**src/rtl/modulo_transmisor_infrarojo.sv**
```systemverilog
// NEC-style infrared frame transmitter.
// Sends a 32-bit frame {~command, command, ~address, address}, LSB first, as
// pulse-distance code. Marks are modulated by a square-wave carrier.
// All outputs come straight from flops, so irOut cannot glitch.
module modulo_transmisor_infrarojo #(
   parameter int UNIT         = 28125,
   parameter int CARRIER_HALF = 658
) (
   input  logic       clock,
   input  logic       reset,
   input  logic       start,
   input  logic [7:0] address,
   input  logic [7:0] command,
   output logic       irOut,
   output logic       envelope,
   output logic       busy,
   output logic       done,
   output logic [7:0] framesSent
);

   localparam int CW  = (UNIT > 1) ? $clog2(UNIT) : 1;
   localparam int CCW = (CARRIER_HALF > 1) ? $clog2(CARRIER_HALF) : 1;

   typedef enum logic [2:0] {
      IDLE, LEAD_MARK, LEAD_SPACE, BIT_MARK, BIT_SPACE, STOP_MARK
   } state_t;

   state_t           r_state, w_next;
   logic [CW-1:0]    r_cyc;
   logic [4:0]       r_units;
   logic [4:0]       w_dur;
   logic             w_unit_end;
   logic             w_frame_end;
   logic             w_mark_nxt;
   logic             w_enter;
   logic [31:0]      r_payload;
   logic [4:0]       r_idx;
   logic             r_car, w_car_nxt;
   logic [CCW-1:0]   r_car_cnt, w_car_cnt_nxt;
   logic             r_ir, r_env, r_busy, r_done;
   logic [7:0]       r_frames;

   // State duration in units and end-of-state detection
   always_comb begin
      w_dur = 5'd1;
      case (r_state)
         LEAD_MARK:  w_dur = 5'd16;
         LEAD_SPACE: w_dur = 5'd8;
         BIT_SPACE:  w_dur = r_payload[r_idx] ? 5'd3 : 5'd1;
         default:    w_dur = 5'd1;
      endcase
      w_unit_end  = (r_cyc == CW'(UNIT - 1)) && (r_units == w_dur - 5'd1);
      w_frame_end = (r_state == STOP_MARK) && w_unit_end;
   end

   // Next-state logic
   always_comb begin
      w_next = r_state;
      case (r_state)
         IDLE:       if (start)      w_next = LEAD_MARK;
         LEAD_MARK:  if (w_unit_end) w_next = LEAD_SPACE;
         LEAD_SPACE: if (w_unit_end) w_next = BIT_MARK;
         BIT_MARK:   if (w_unit_end) w_next = BIT_SPACE;
         BIT_SPACE:  if (w_unit_end) w_next = (r_idx == 5'd31) ? STOP_MARK : BIT_MARK;
         STOP_MARK:  if (w_unit_end) w_next = IDLE;
         default:                    w_next = IDLE;
      endcase
      w_enter    = (w_next != r_state);
      w_mark_nxt = (w_next == LEAD_MARK) || (w_next == BIT_MARK) || (w_next == STOP_MARK);
   end

   // Carrier: restarts high on mark entry, toggles every CARRIER_HALF cycles, low in spaces
   always_comb begin
      w_car_nxt     = 1'b0;
      w_car_cnt_nxt = '0;
      if (w_mark_nxt) begin
         if (w_enter) begin
            w_car_nxt = 1'b1;
         end else if (r_car_cnt == CCW'(CARRIER_HALF - 1)) begin
            w_car_nxt = ~r_car;
         end else begin
            w_car_nxt     = r_car;
            w_car_cnt_nxt = r_car_cnt + 1'b1;
         end
      end
   end

   // State register
   always_ff @(posedge clock or posedge reset) begin
      if (reset) r_state <= IDLE;
      else       r_state <= w_next;
   end

   // Timing counters, payload latch, bit index and registered outputs
   always_ff @(posedge clock or posedge reset) begin
      if (reset) begin
         r_cyc     <= '0;
         r_units   <= '0;
         r_payload <= '0;
         r_idx     <= '0;
         r_car     <= 1'b0;
         r_car_cnt <= '0;
         r_ir      <= 1'b0;
         r_env     <= 1'b0;
         r_busy    <= 1'b0;
         r_done    <= 1'b0;
         r_frames  <= '0;
      end else begin
         r_car     <= w_car_nxt;
         r_car_cnt <= w_car_cnt_nxt;
         r_ir      <= w_mark_nxt & w_car_nxt;
         r_env     <= w_mark_nxt;
         r_busy    <= (w_next != IDLE);
         r_done    <= w_frame_end;
         if (w_frame_end) r_frames <= r_frames + 8'd1;

         // Payload is only captured from IDLE, so a stray start mid-frame is harmless
         if (r_state == IDLE && start) begin
            r_payload <= {~command, command, ~address, address};
            r_idx     <= '0;
         end else if (r_state == BIT_SPACE && w_unit_end && r_idx != 5'd31) begin
            r_idx <= r_idx + 5'd1;
         end

         if (w_enter || r_state == IDLE) begin
            r_cyc   <= '0;
            r_units <= '0;
         end else if (r_cyc == CW'(UNIT - 1)) begin
            r_cyc   <= '0;
            r_units <= r_units + 5'd1;
         end else begin
            r_cyc <= r_cyc + 1'b1;
         end
      end
   end

   assign irOut      = r_ir;
   assign envelope   = r_env;
   assign busy       = r_busy;
   assign done       = r_done;
   assign framesSent = r_frames;

endmodule

```
**config.mk**
```make
export PLATFORM = sky130hd
export DESIGN_NAME = modulo_transmisor_infrarojo
export DESIGN_NICKNAME = d
export VERILOG_FILES = /design/src/rtl/modulo_transmisor_infrarojo.sv
export SDC_FILE = /design/constraint.sdc
export NUM_CORES = 1
export LEC_CHECK = 0
export CAP_MARGIN = 10
export CORE_MARGIN = 5
export CORE_UTILIZATION = 25
export CTS_CLUSTER_SIZE = 12
export DETAILED_ROUTE_END_ITERATION = 8
export GPL_ROUTABILITY_DRIVEN = 0
export HOLD_SLACK_MARGIN = 0.12
export PLACE_DENSITY = 0.38
export SYNTH_ARGS = -nofsm -noshare
export SYNTH_HDL_FRONTEND = slang
export SYNTH_SLANG_ARGS = --single-unit
```
**constraint.sdc**
```tcl
create_clock -name clock -period 4.69 [get_ports clock]
set_clock_uncertainty 0.1 [all_clocks]
set_input_delay 0.938 -clock clock [delete_from_list [all_inputs] [get_ports clock]]
set_output_delay 0.938 -clock clock [all_outputs]
set_load 0.05 [all_outputs]
```
Word level (Yosys, flattened, before mapping)
Index checks and enable logic that the tools add are counted.

cells by class
  add/sub/neg operators = 6
  $lt $le $gt $ge = 1
  eq/ne operators = 14
  mux-type cells = 24
  bitwise logic cells = 4
  reductions and logical operators = 12

operators with widths
  operator                                                                      number
  10-bit two-way mux                                                            3
  15-bit two-way mux                                                            2
  3-bit two-way mux                                                             7
  5-bit two-way mux                                                             4
  3-bit case mux with 6 select lines                                            1
  8-bit inverter                                                                2
  15-bit by 1-bit adder with 15-bit output, second input constant               1
  15-bit == test, second input constant                                         1
  5-bit case mux with 3 select lines                                            1
  10-bit by 1-bit adder with 10-bit output, second input constant               1
  5-bit by 1-bit adder with 5-bit output, second input constant                 2
  10-bit == test, second input constant                                         1
  3-bit by 2-bit == test with 1-bit output, second input constant               3
  3-bit == test, second input constant                                          3
  8-bit by 1-bit adder with 8-bit output, second input constant                 1
  3-bit by 1-bit == test with 1-bit output, second input constant               2
  5-bit by 6-bit less-than comparator with 1-bit output, second input constant  1
  1-bit binary-select mux with 5-bit select                                     1
  5-bit == test                                                                 1
  5-bit == test, second input constant                                          1
  1-bit logical AND                                                             5
  5-bit != test, second input constant                                          1
  5-bit by 1-bit subtractor with 5-bit output, second input constant            1
  1-bit two-way mux                                                             4
  8 further kinds                                                               11

word-level totals
  flip-flop bits (word level) = 83
  bits of input ports = 19
  word-level logic and storage cells = 73

Depth between registers and ports, before layout
Gate-level depths: netlist of run 1.

  word-level depth = 14
  gate-level depth with buffers = 13

Worst setup path before layout of run 1
No wires, ideal clock.

  kind = flip-flop to flip-flop
  start point = reg r_idx[0]
  end point = reg r_cyc[6]
  setup time = 0.068 ns
  arrival = 2.844 ns
  setup slack = 1.677 ns
  stages on the path, launching flop included = 12
  path buffers = 3
  cell sequence = dfrtp_1 > buf_6 > mux4_2 > or2_2 > a41oi_1 > o311a_4 > mux2_4 > a211o_4 > or2_1 > buf_6 > buf_12 > nor2_4

on the way
  word-level cells in the longest chain between the ends = 12
  elaborated cells between the ends (all ways) = 18
  those cells by class = 1 x add/sub; 3 x eq/ne; 12 x mux; 2 x reduce/logical

RTL lines
  what                                         RTL line  source
  start, declared                              37        logic [4:0] r_idx;
  start signal, assigned                       122       r_idx <= r_idx + 5'd1;
  1-bit binary-select mux with 5-bit select    49        BIT_SPACE: w_dur = r_payload[r_idx] ? 5'd3 : 5'd1;
  1-bit two-way mux (implied by the code)      49
  2-bit two-way mux                            49
  5-bit case mux with 3 select lines           46        case (r_state)
  5-bit by 1-bit subtractor with 5-bit output  52        w_unit_end = (r_cyc == CW'(UNIT - 1)) && (r_units == w_dur - 5'd1);
  5-bit == test                                52
  1-bit logical AND                            52
  3-bit two-way mux, on equally long branches  n/a
  3-bit case mux with 6 select lines *         59        case (r_state)
  3-bit != test *                              68        w_enter = (w_next != r_state);
  1-bit logical OR *                           125       if (w_enter || r_state == IDLE) begin
  15-bit two-way mux *                         125
  end signal, assigned                         132       r_cyc <= r_cyc + 1'b1;
  end, declared                                29        logic [CW-1:0] r_cyc;

Every way passes the cells marked *; elsewhere a longest branch is shown, timed or not. The select of a mux whose other input is x is not followed.
A chain may end at the register's enable or synchronous reset.

Worst setup path in the final report of run 1
  start point = reg r_idx[0]
  end point = reg r_cyc[13]

Same word-level chain as after synthesis.

==> out/results.tsv, run 1 <==
stage	metric	value	unit
sta	Worst Max-Slew Pin Slew	1.07	ns
drt	number of routed nets with antenna violations	0	
sta	max-slew violations	0	
drt	DRC violations left	0	
synth	EDFF count, synth	0	
floorplanning	die area	19400	µm²
global_routing	initial antenna violation count	0	
drt	DR iter-0 viols	177	
clock_network	Skew-Pair Late Insertion Delay	0.34	ns
floorplanning	Die W	139	µm
clock_network	clk buf depth	2	
min_path	worst hold path type	reg -> reg	
floorplanning	I/O pins	31	
setup_path	Worst Setup SP	r_idx[0]	
run	max-cap viol count	0	
clock_network	Post-CTS Setup Bufs	0	
cells_and_area	fillers	1730	
drt	via/cell ratio	4.33	
drt	drt total wl	8910	µm
synth	Synth Net Count	434	
cells_and_area	most common cell after layout, fill and taps aside	dfrtp_1	
sta	RSZ-0062 raised after global routing	false	
synth	area of the mapped netlist	4170	µm²
clock_network	clk slew on worst S/H paths	0.07	ns
floorplanning	std cell rows	47	
global_routing	Tot GR Track Use	9.72	%
sta	Max Freq	276	MHz
sta	Final TNS setup	0	ns
setup_path	CP arrival	3.78	ns
min_path	Hold Crit Start	framesSent[7]	
setup_path	Worst setup EP type	register	
synth	Synth Instances	406	
global_routing	grt total ovfl	0	
sta	Worst slew margin	28.8	%
cells_and_area	final core occ	30.2	%
synth	warnings from Yosys	0	
cells_and_area	nets@finish	462	
drt	DR vias	2854	
cells_and_area	Ant. Diodes	0	
setup_path	CP Class	reg -> reg	
synth	synthesized flop and latch total	82	
synth	Mapped Avg Cell Area	10.3	µm²
placed_design	detailed placement HPWL	6130	µm
global_routing	first-pass GRT wire length	15200	µm
clock_network	CTS tree	yes	
setup_path	CP startpoint kind	register	
clock_network	CTS sink count	82	
power	P_leak	2.18	nW
clock_network	Resized cells post-CTS	0	
synth	post-synth cell types	46	
sta	Final setup viols	0	
cells_and_area	commonest non-fill, non-tap cells in the layout	82 x dfrtp_1, 81 x nand2_1, 32 x nor2_1, 30 x clkdlybuf4s50_1, 26 x xor2_1	
cells_and_area	Synth-to-Final Area Change	19.2	%
setup_path	crit path max fanout	15	
floorplanning	core footprint	16500	µm²
clock_network	H-tree Lvls	3	
power	pwr dens	384	nW/µm²
sta	Final Hold Fails	0	
floorplanning	die span in y	139	µm
drt	Routed WL per cell	13.5	µm
global_routing	largest net degree at the start of global routing	39	
clock_network	CTS Hold Buffers Added	0	
synth	most used flip-flop cell after synthesis	dfrtp_1	
sta	min Tclk post-route	3.63	ns
floorplanning	Initial Util	25.3	%
cells_and_area	share of layout cells above drive strength 1	10.9	%
clock_network	CTS Buf Count	9	
clock_network	Clock Tree Root	clkbuf_16	
sta	final worst-path cycle share	77.3	%
power	Peak VDD IR	0.000168	V
setup_path	Data required, critical path	4.84	ns
setup_path	reg-to-reg critical path startpoint	r_idx[0]	
global_routing	vias in the first global route	2934	
run_status	status	finished clean	
drt	Initial DRT Pass Iterations	4	
synth	register area share after synthesis	49.2	%
placed_design	# port buffers	30	
synth	Async S/R FF share, synth	100	%
power	total power	1.91	mW
## layout make-up
cell class,count,area [µm²],area share (%)
clock buffers,11,233,4.68
clock inverters,5,41.3,0.831
inverters,11,42.5,0.856
multi-input cells,295,1970,39.6
flip-flops and latches,82,2050,41.3
well taps,220,275,5.54
repair buffers,35,358,7.20
## logic make-up after synthesis
| group | count (synthesis) | share of synthesized area, % |
|---|---|---|
| flip-flops | 82 | 49.2 |
| AND/OR/NAND/NOR | 194 | 23.2 |
| multiplexers | 19 | 7.05 |
| XOR/XNOR | 41 | 8.62 |
| adder cells (fa/ha/maj) | 9 | 2.70 |
| AO/OA/AOI/OAI | 32 | 5.61 |
| buffers and inverters | 29 | 3.54 |
## stage by stage
stage / cells / hold WS, ns / setup WS (ns) / instance area, µm²
3_5_place_dp: 642 / 0.358 / 0.984 / 4670
6_report: 659 / 0.361 / 1.06 / 4970
3_3_place_gp: 642 / 0.360 / 1.07 / 4670
4_1_cts: 658 / 0.371 / 0.996 / 4940
5_1_grt: 659 / 0.378 / 0.745 / 4970
2_1_floorplan: 406 / 0.337 / 1.54 / 4170
## sequential cells by signal, summed over array words and instances (netlist names)
signal      count
r_payload      32
r_units         5
framesSent      8
r_car_cnt      10
r_state         3
envelope        1
done            1
busy            1
r_cyc          15
r_car           1
r_idx           5
## worst paths after layout
check / endpoint / slack, ns / depth (start not counted)
min in group asynchronous: r_cyc[3] / 0.90 / 2
max in group asynchronous: envelope / 2.78 / 3
worst max register to register: r_cyc[13] / 1.06 / 8
worst min-delay path: framesSent[7] / 0.36 / 1
worst max-delay path: r_cyc[13] / 1.06 / 8
worst min register to register: framesSent[7] / 0.36 / 1
## critical path, cell delays in order, from the launching register on
cell,delay (ns)
dfrtp_1,0.66
mux4_2,0.55
or2_2,0.28
a41oi_1,0.18
o311a_4,0.24
mux2_4,0.35
a211o_4,0.31
or2_1,0.60
a21oi_1,0.26
## power by group
| group | total, mW | internal (mW) | switching (mW) |
|---|---|---|---|
| combinational | 0.323 | 0.167 | 0.156 |
| sequential | 0.931 | 0.828 | 0.103 |
| clock | 0.656 | 0.362 | 0.295 |
| total | 1.91 | 1.36 | 0.553 |
## per-layer routing
| layer | track usage [%] | up-vias | wire length [µm] |
|---|---|---|---|
| li1 | - | 1429 | - |
| met1 | 13.5 | 1376 | 4510 |
| met2 | 14.2 | 35 | 3920 |
| met3 | 2.17 | 14 | 267 |
| met4 | 4.94 | 0 | 214 |
| met5 | 0 | - | 0 |
## Yosys cell counts, types with 2 or more instances
| cell | n | share of area [%] |
|---|---|---|
| a211oi_1 | 2 | 0.36 |
| or2_2 | 2 | 0.30 |
| o21ai_0 | 14 | 1.7 |
| nor2_2 | 2 | 0.30 |
| nand2_1 | 81 | 7.3 |
| nand4b_1 | 2 | 0.42 |
| clkbuf_1 | 9 | 0.81 |
| a21oi_1 | 3 | 0.36 |
| nor2_4 | 8 | 2.2 |
| mux2i_1 | 8 | 1.9 |
| buf_6 | 2 | 0.54 |
| ha_1 | 9 | 2.7 |
| and3_1 | 7 | 1.1 |
| nand3_1 | 22 | 2.6 |
| xor2_1 | 26 | 5.5 |
| dfrtp_1 | 82 | 49 |
| a211oi_2 | 2 | 0.60 |
| buf_1 | 2 | 0.18 |
| nor3_1 | 5 | 0.60 |
| nor4_1 | 10 | 1.5 |
| nor3b_1 | 5 | 0.90 |
| buf_2 | 3 | 0.36 |
| mux4_2 | 5 | 2.7 |
| and2_1 | 2 | 0.30 |
| mux4_1 | 2 | 1.3 |
| nor2_1 | 32 | 2.9 |
| inv_1 | 11 | 0.99 |
| o21a_1 | 7 | 1.3 |
| nand4_1 | 5 | 0.75 |
| nand2b_1 | 3 | 0.45 |
| xnor2_1 | 15 | 3.2 |
| mux2_2 | 3 | 0.81 |
| nor4b_1 | 2 | 0.42 |
Note: power is estimated with default switching activity, not from simulation.
==> run 2: changes to the inputs <==
==> constraint.sdc (replaced) <==
create_clock -name clock -period 3.7 [get_ports clock]
set_clock_uncertainty 0.1 [all_clocks]
set_input_delay 0.74 -clock clock [delete_from_list [all_inputs] [get_ports clock]]
set_output_delay 0.74 -clock clock [all_outputs]
set_load 0.05 [all_outputs]
==> run 2 against run 1 <==
  * Critical path type unchanged
  * Register-to-register slack got worse by 0.72 ns
  * First-iteration DRC count is 10% higher
  * Die area unchanged
  * Core utilization rose by 0.21 points
  * Final area is 0.70% higher
  * Worst hold slack improved by 0.0027 ns
  * Clock-buffer cell count is 1 higher
  * Cell count rose by 0.46%
  * Fmax grew 8.0%
  * Largest cell class unchanged
==> out/results.tsv, run 2 (same netlist as run 1, synthesis figures left out) <==
stage	metric	value	unit
global_routing	grt total ovfl	0	
sta	minimum hold slack	0.364	ns
setup_path	crit path max fanout	15	
power	P_leak	2.21	nW
setup_path	Worst setup EP type	register	
setup_path	cells on worst reg2reg path	9	
clock_network	Post-CTS Setup Bufs	0	
power	Peak VDD IR	0.000238	V
setup_path	CP Class	reg -> reg	
clock_network	CTS tree	yes	
min_path	WHS Endpoint	framesSent[7]	
min_path	worst hold stages	1	
sta	Worst Max-Slew Pin Slew	0.919	ns
setup_path	reg-to-reg critical path startpoint	r_idx[0]	
drt	via/cell ratio	4.38	
placed_design	detailed placement HPWL	6160	µm
global_routing	largest net degree at the start of global routing	46	
sta	RSZ-0062 raised after global routing	false	
cells_and_area	commonest non-fill, non-tap cells in the layout	82 x dfrtp_1, 81 x nand2_1, 32 x nor2_1, 30 x clkdlybuf4s50_1, 26 x xor2_1	
cells_and_area	final core occ	30.4	%
cells_and_area	Ant. Diodes	0	
drt	DR iter-0 viols	195	
min_path	worst hold path type	reg -> reg	
clock_network	Resized cells post-CTS	0	
clock_network	Skew-Pair Late Insertion Delay	0.34	ns
placed_design	placed cell count	647	
setup_path	Worst R2R Setup Slack	0.34	ns
setup_path	R2R Path End	r_cyc[13]	
clock_network	CTS Buf Count	9	
setup_path	CP arrival	3.52	ns
global_routing	first-pass GRT wire length	15600	µm
clock_network	CTS sink count	82	
floorplanning	die span in y	139	µm
setup_path	Data required, critical path	3.86	ns
sta	max-slew violations	0	
drt	DR vias	2898	
global_routing	vias in the first global route	3075	
sta	worst setup margin	0.343	ns
run	max-cap viol count	0	
drt	drt total wl	9010	µm
cells_and_area	nets@finish	466	
drt	number of routed nets with antenna violations	0	
sta	Max Freq	298	MHz
floorplanning	die area	19400	µm²
drt	DRC violations left	0	
cells_and_area	share of layout cells above drive strength 1	11.5	%
drt	Routed WL per cell	13.6	µm
setup_path	CP startpoint kind	register	
cells_and_area	top flop regs	r_payload (32), r_cyc (15), r_car_cnt (10)	
clock_network	H-tree Lvls	3	
global_routing	Tot GR Track Use	9.91	%
sta	Final setup viols	0	
sta	min Tclk post-route	3.36	ns
power	pwr dens	495	nW/µm²
sta	Worst slew margin	38.8	%
clock_network	clk slew on worst S/H paths	0.06	ns
sta	Final Hold Fails	0	
floorplanning	core footprint	16500	µm²
floorplanning	Die W	139	µm
cells_and_area	register area	2050	µm²
clock_network	CTS Hold Buffers Added	0	
global_routing	initial antenna violation count	0	
drt	Initial DRT Pass Iterations	4	
placed_design	dpl ws	0.324	ns
run_status	status	finished clean	
sta	Final TNS setup	0	ns
min_path	Hold Crit Start	framesSent[7]	
placed_design	# port buffers	30	
clock_network	clk buf depth	2	
floorplanning	Initial Util	25.3	%
cells_and_area	fillers	1743	
cells_and_area	multi-input logic area	1970	µm²
sta	final worst-path cycle share	90.7	%
cells_and_area	non-filler instance count after layout	662	
cells_and_area	most common cell after layout, fill and taps aside	dfrtp_1	
cells_and_area	most flop-heavy register	r_payload	
floorplanning	std cell rows	47	
cells_and_area	Synth-to-Final Area Change	20.1	%
floorplanning	I/O pins	31	
clock_network	Clock Tree Root	clkbuf_16	
cells_and_area	Largest register FFs	32	
==> run 2: changes by cell type in the layout (fill, tap and decap cells not counted) <==
cell        before  now
clkinv_4         3    0
clkinvlp_4       2    0
buf_4            4    8
clkinv_2         1    3
bufinv_16        0    1
clkbuf_8         0    1
buf_16           1    0
buf_12           0    1
==> run 2: worst max path at each step <==
stage / startpoint / to / slack (ns) / cells past startpoint
5_1_grt: r_state[0] / r_car_cnt[0] / 0.06 / 10
2_1_floorplan: r_idx[0] / r_cyc[6] / 0.69 / 11
3_5_place_dp: r_idx[0] / r_cyc[13] / 0.32 / 9
4_1_cts: r_idx[0] / r_cyc[13] / 0.30 / 9
6_report: r_idx[0] / r_cyc[13] / 0.34 / 9
3_3_place_gp: r_idx[0] / r_car / 0.35 / 8
==> run 2: area by class of cell <==
type / instances / area share (%)
multi-input combinational: 295 / 39.3
sequential: 82 / 41.0
inverter: 11 / 0.850
timing repair buffer: 39 / 7.60
clock buffer: 12 / 4.92
clock inverter: 3 / 0.800
tap: 220 / 5.50
==> run 2: critical path, cell delays in order, from the launching register on <==
cell and delay [ns]:
dfrtp_1 0.67, mux4_2 0.56, or2_2 0.28, a41oi_1 0.19
o311a_4 0.24, mux2_4 0.35, a211o_4 0.31, or2_1 0.21
buf_4 0.23, a21oi_1 0.15
==> run 2: metal layers <==
| layer | global-route usage (%) | up-vias | share of wire, % |
|---|---|---|---|
| met5 | 0 | - | 0 |
| met4 | 3.86 | 0 | 1.9 |
| li1 | - | 1437 | - |
| met3 | 2.79 | 12 | 3.6 |
| met2 | 14.9 | 38 | 45 |
| met1 | 13.5 | 1411 | 50 |
==> run 2: stage by stage <==
| step | area, µm² | power (mW) |
|---|---|---|
| 2_1_floorplan | 4170 | 1.49 |
| 3_3_place_gp | 4720 | 1.61 |
| 3_5_place_dp | 4720 | 1.62 |
| 4_1_cts | 5000 | 2.54 |
| 5_1_grt | 5000 | 2.63 |
| 6_report | 5000 | 2.48 |
==> run 2: power by group <==
group | switching (mW) | internal [mW]
Clock | 0.352 | 0.536
Sequential | 0.130 | 1.05
Combinational | 0.198 | 0.214
==> run 3: changes to the inputs <==
--- a/config.mk
+++ b/config.mk
@@ -6,7 +6,7 @@
 export NUM_CORES = 1
 export LEC_CHECK = 0
 export CAP_MARGIN = 10
-export CORE_MARGIN = 5
+export CORE_MARGIN = 4
 export CORE_UTILIZATION = 25
 export CTS_CLUSTER_SIZE = 12
 export DETAILED_ROUTE_END_ITERATION = 8
==> run 3 against run 2 <==
  * Final area up 0.90%
  * Sequential power about the same
  * Via count down 0.76%
  * Clock-buffer cell count down 2
  * Global-route usage up 0.54 points
  * Non-clock buffer count up 1
  * Routed wire length down 3.1%
  * Critical path depth down 1
  * Cell count down 0.30%
  * Sequential cell count unchanged
  * Total power up 3.6%
==> out/results.tsv, run 3 (same netlist as run 1, synthesis figures left out) <==
stage	metric	value	unit
sta	Final setup viols	0	
clock_network	CTS Hold Buffers Added	0	
setup_path	CP arrival	3.53	ns
drt	DR vias	2876	
clock_network	clk slew on worst S/H paths	0.07	ns
cells_and_area	Ant. Diodes	0	
clock_network	H-tree Lvls	3	
clock_network	clk buf depth	2	
clock_network	Clock Tree Root	clkbuf_16	
global_routing	largest net degree at the start of global routing	50	
clock_network	CTS sink count	82	
drt	DR iter-0 viols	95	
floorplanning	Initial Util	25.9	%
cells_and_area	share of layout cells above drive strength 1	12.4	%
cells_and_area	most common cell after layout, fill and taps aside	dfrtp_1	
power	Peak VDD IR	0.000218	V
clock_network	Skew-Pair Late Insertion Delay	0.35	ns
global_routing	initial antenna violation count	0	
floorplanning	Die W	137	µm
power	P_leak	2.23	nW
run	max-cap viol count	0	
setup_path	Worst setup EP type	register	
setup_path	crit path max fanout	11	
drt	via/cell ratio	4.36	
clock_network	Resized cells post-CTS	0	
floorplanning	die area	18800	µm²
cells_and_area	most flop-heavy register	r_payload	
setup_path	Data required, critical path	3.89	ns
cells_and_area	fin area	5050	µm²
cells_and_area	nets@finish	467	
power	combinational power share	15.9	%
global_routing	first-pass GRT wire length	15200	µm
cells_and_area	Synth-to-Final Area Change	21.2	%
drt	drt total wl	8730	µm
clock_network	Post-CTS Setup Bufs	0	
floorplanning	I/O pins	31	
sta	Worst Max-Slew Pin Slew	0.952	ns
sta	RSZ-0062 raised after global routing	false	
sta	final worst-path cycle share	90.4	%
drt	number of routed nets with antenna violations	0	
global_routing	vias in the first global route	3001	
placed_design	# port buffers	30	
floorplanning	die span in y	137	µm
sta	Final Hold Fails	0	
floorplanning	core footprint	16100	µm²
drt	DRC violations left	0	
setup_path	critical path, cell by cell	mux4_2 > or2_2 > a41oi_1 > o311a_4 > mux2_4 > o21ai_0 > a21oi_1 > o21a_1	
power	switching share of power	27.1	%
global_routing	grt total ovfl	0	
sta	Final TNS setup	0	ns
setup_path	slowest stage delay, CP	0.75	ns
setup_path	CP Class	reg -> reg	
cells_and_area	Largest register FFs	32	
cells_and_area	final core occ	31.3	%
power	sequential share of power	45.7	%
power	P_int	1.87	mW
power	Sw Pwr	696	µW
cells_and_area	top flop regs	r_payload (32), r_cyc (15), r_car_cnt (10)	
floorplanning	std cell rows	46	
drt	Initial DRT Pass Iterations	4	
sta	max-slew violations	0	
sta	min Tclk post-route	3.34	ns
cells_and_area	commonest non-fill, non-tap cells in the layout	82 x dfrtp_1, 81 x nand2_1, 32 x nor2_1, 30 x clkdlybuf4s50_1, 26 x xor2_1	
setup_path	CP startpoint kind	register	
power	Clock Power Share	38.4	%
drt	Routed WL per cell	13.2	µm
clock_network	CTS Buf Count	9	
placed_design	placed inst area	4720	µm²
run_status	status	finished clean	
power	pwr dens	509	nW/µm²
global_routing	Tot GR Track Use	10.4	%
sta	Max Freq	299	MHz
setup_path	slowest CP cell	a21oi_1	
sta	Worst slew margin	36.5	%
clock_network	CTS tree	yes	
min_path	worst hold path type	reg -> reg	
placed_design	detailed placement HPWL	6020	µm
-- run 3: changes by cell type in the layout (fill, tap and decap cells not counted) --
cell and change:
clkinvlp_4 +1, bufinv_16 +1, buf_4 +1, clkbuf_1 -2, clkinv_4 +2, clkinv_2 -1
-- run 3: worst paths after layout --
check	startpoint	end	depth (start not counted)	slack (ns)
setup / recovery	r_idx[0]	r_car	8	0.36
hold / removal	r_payload[19]	r_payload[19]	2	0.37
setup reg to reg	r_idx[0]	r_car	8	0.36
hold reg to reg	r_payload[19]	r_payload[19]	2	0.37
max in group asynchronous	reset	r_idx[2]	3	2.15
min in group asynchronous	reset	r_cyc[11]	2	0.68
-- run 3: per-stage QoR --
stage | setup slack [ns] | cells | power [mW] | hold slack [ns]
2_1_floorplan | 0.687 | 406 | 1.49 | 0.337
3_3_place_gp | 0.364 | 644 | 1.61 | 0.354
3_5_place_dp | 0.324 | 644 | 1.61 | 0.357
4_1_cts | 0.319 | 660 | 2.63 | 0.372
5_1_grt | 0.0910 | 660 | 2.74 | 0.383
6_report | 0.355 | 660 | 2.57 | 0.365
-- run 3: final cells by class --
type                            count  area (µm²)
Fill cell                        1699       11100
Sequential cell                    82        2050
Multi-Input combinational cell    295        1970
Clock inverter                      6        90.1
Clock buffer                       10         239
Tap cell                          216         270
Inverter                           11        42.5
Timing Repair Buffer               40         388
-- run 3: worst max-delay path: cells and delay by family (launching register included) --
| kind | cells | cell delay, ns |
|---|---|---|
| mux | 2 | 0.76 |
| flops | 1 | 0.64 |
| simple gates | 1 | 0.28 |
| compound gates | 5 | 1.51 |
-- run 3: power by group through the flow --
stage	clock network [mW]	logic (mW)	registers (mW)
floorplan	0	0.335	1.15
global placement	0	0.415	1.19
detailed placement	0	0.418	1.20
CTS	1.03	0.421	1.18
global route	1.06	0.474	1.20
finish	0.986	0.409	1.17
-- run 3: layer usage --
layer  GRT usage (%)  routed length, µm  vias to the layer above
met4            5.65                229                        0
met5               0                  0                        -
met3            2.13                247                       14
met2            14.9               3690                       36
met1            14.8               4560                     1382
li1                -                  -                     1444
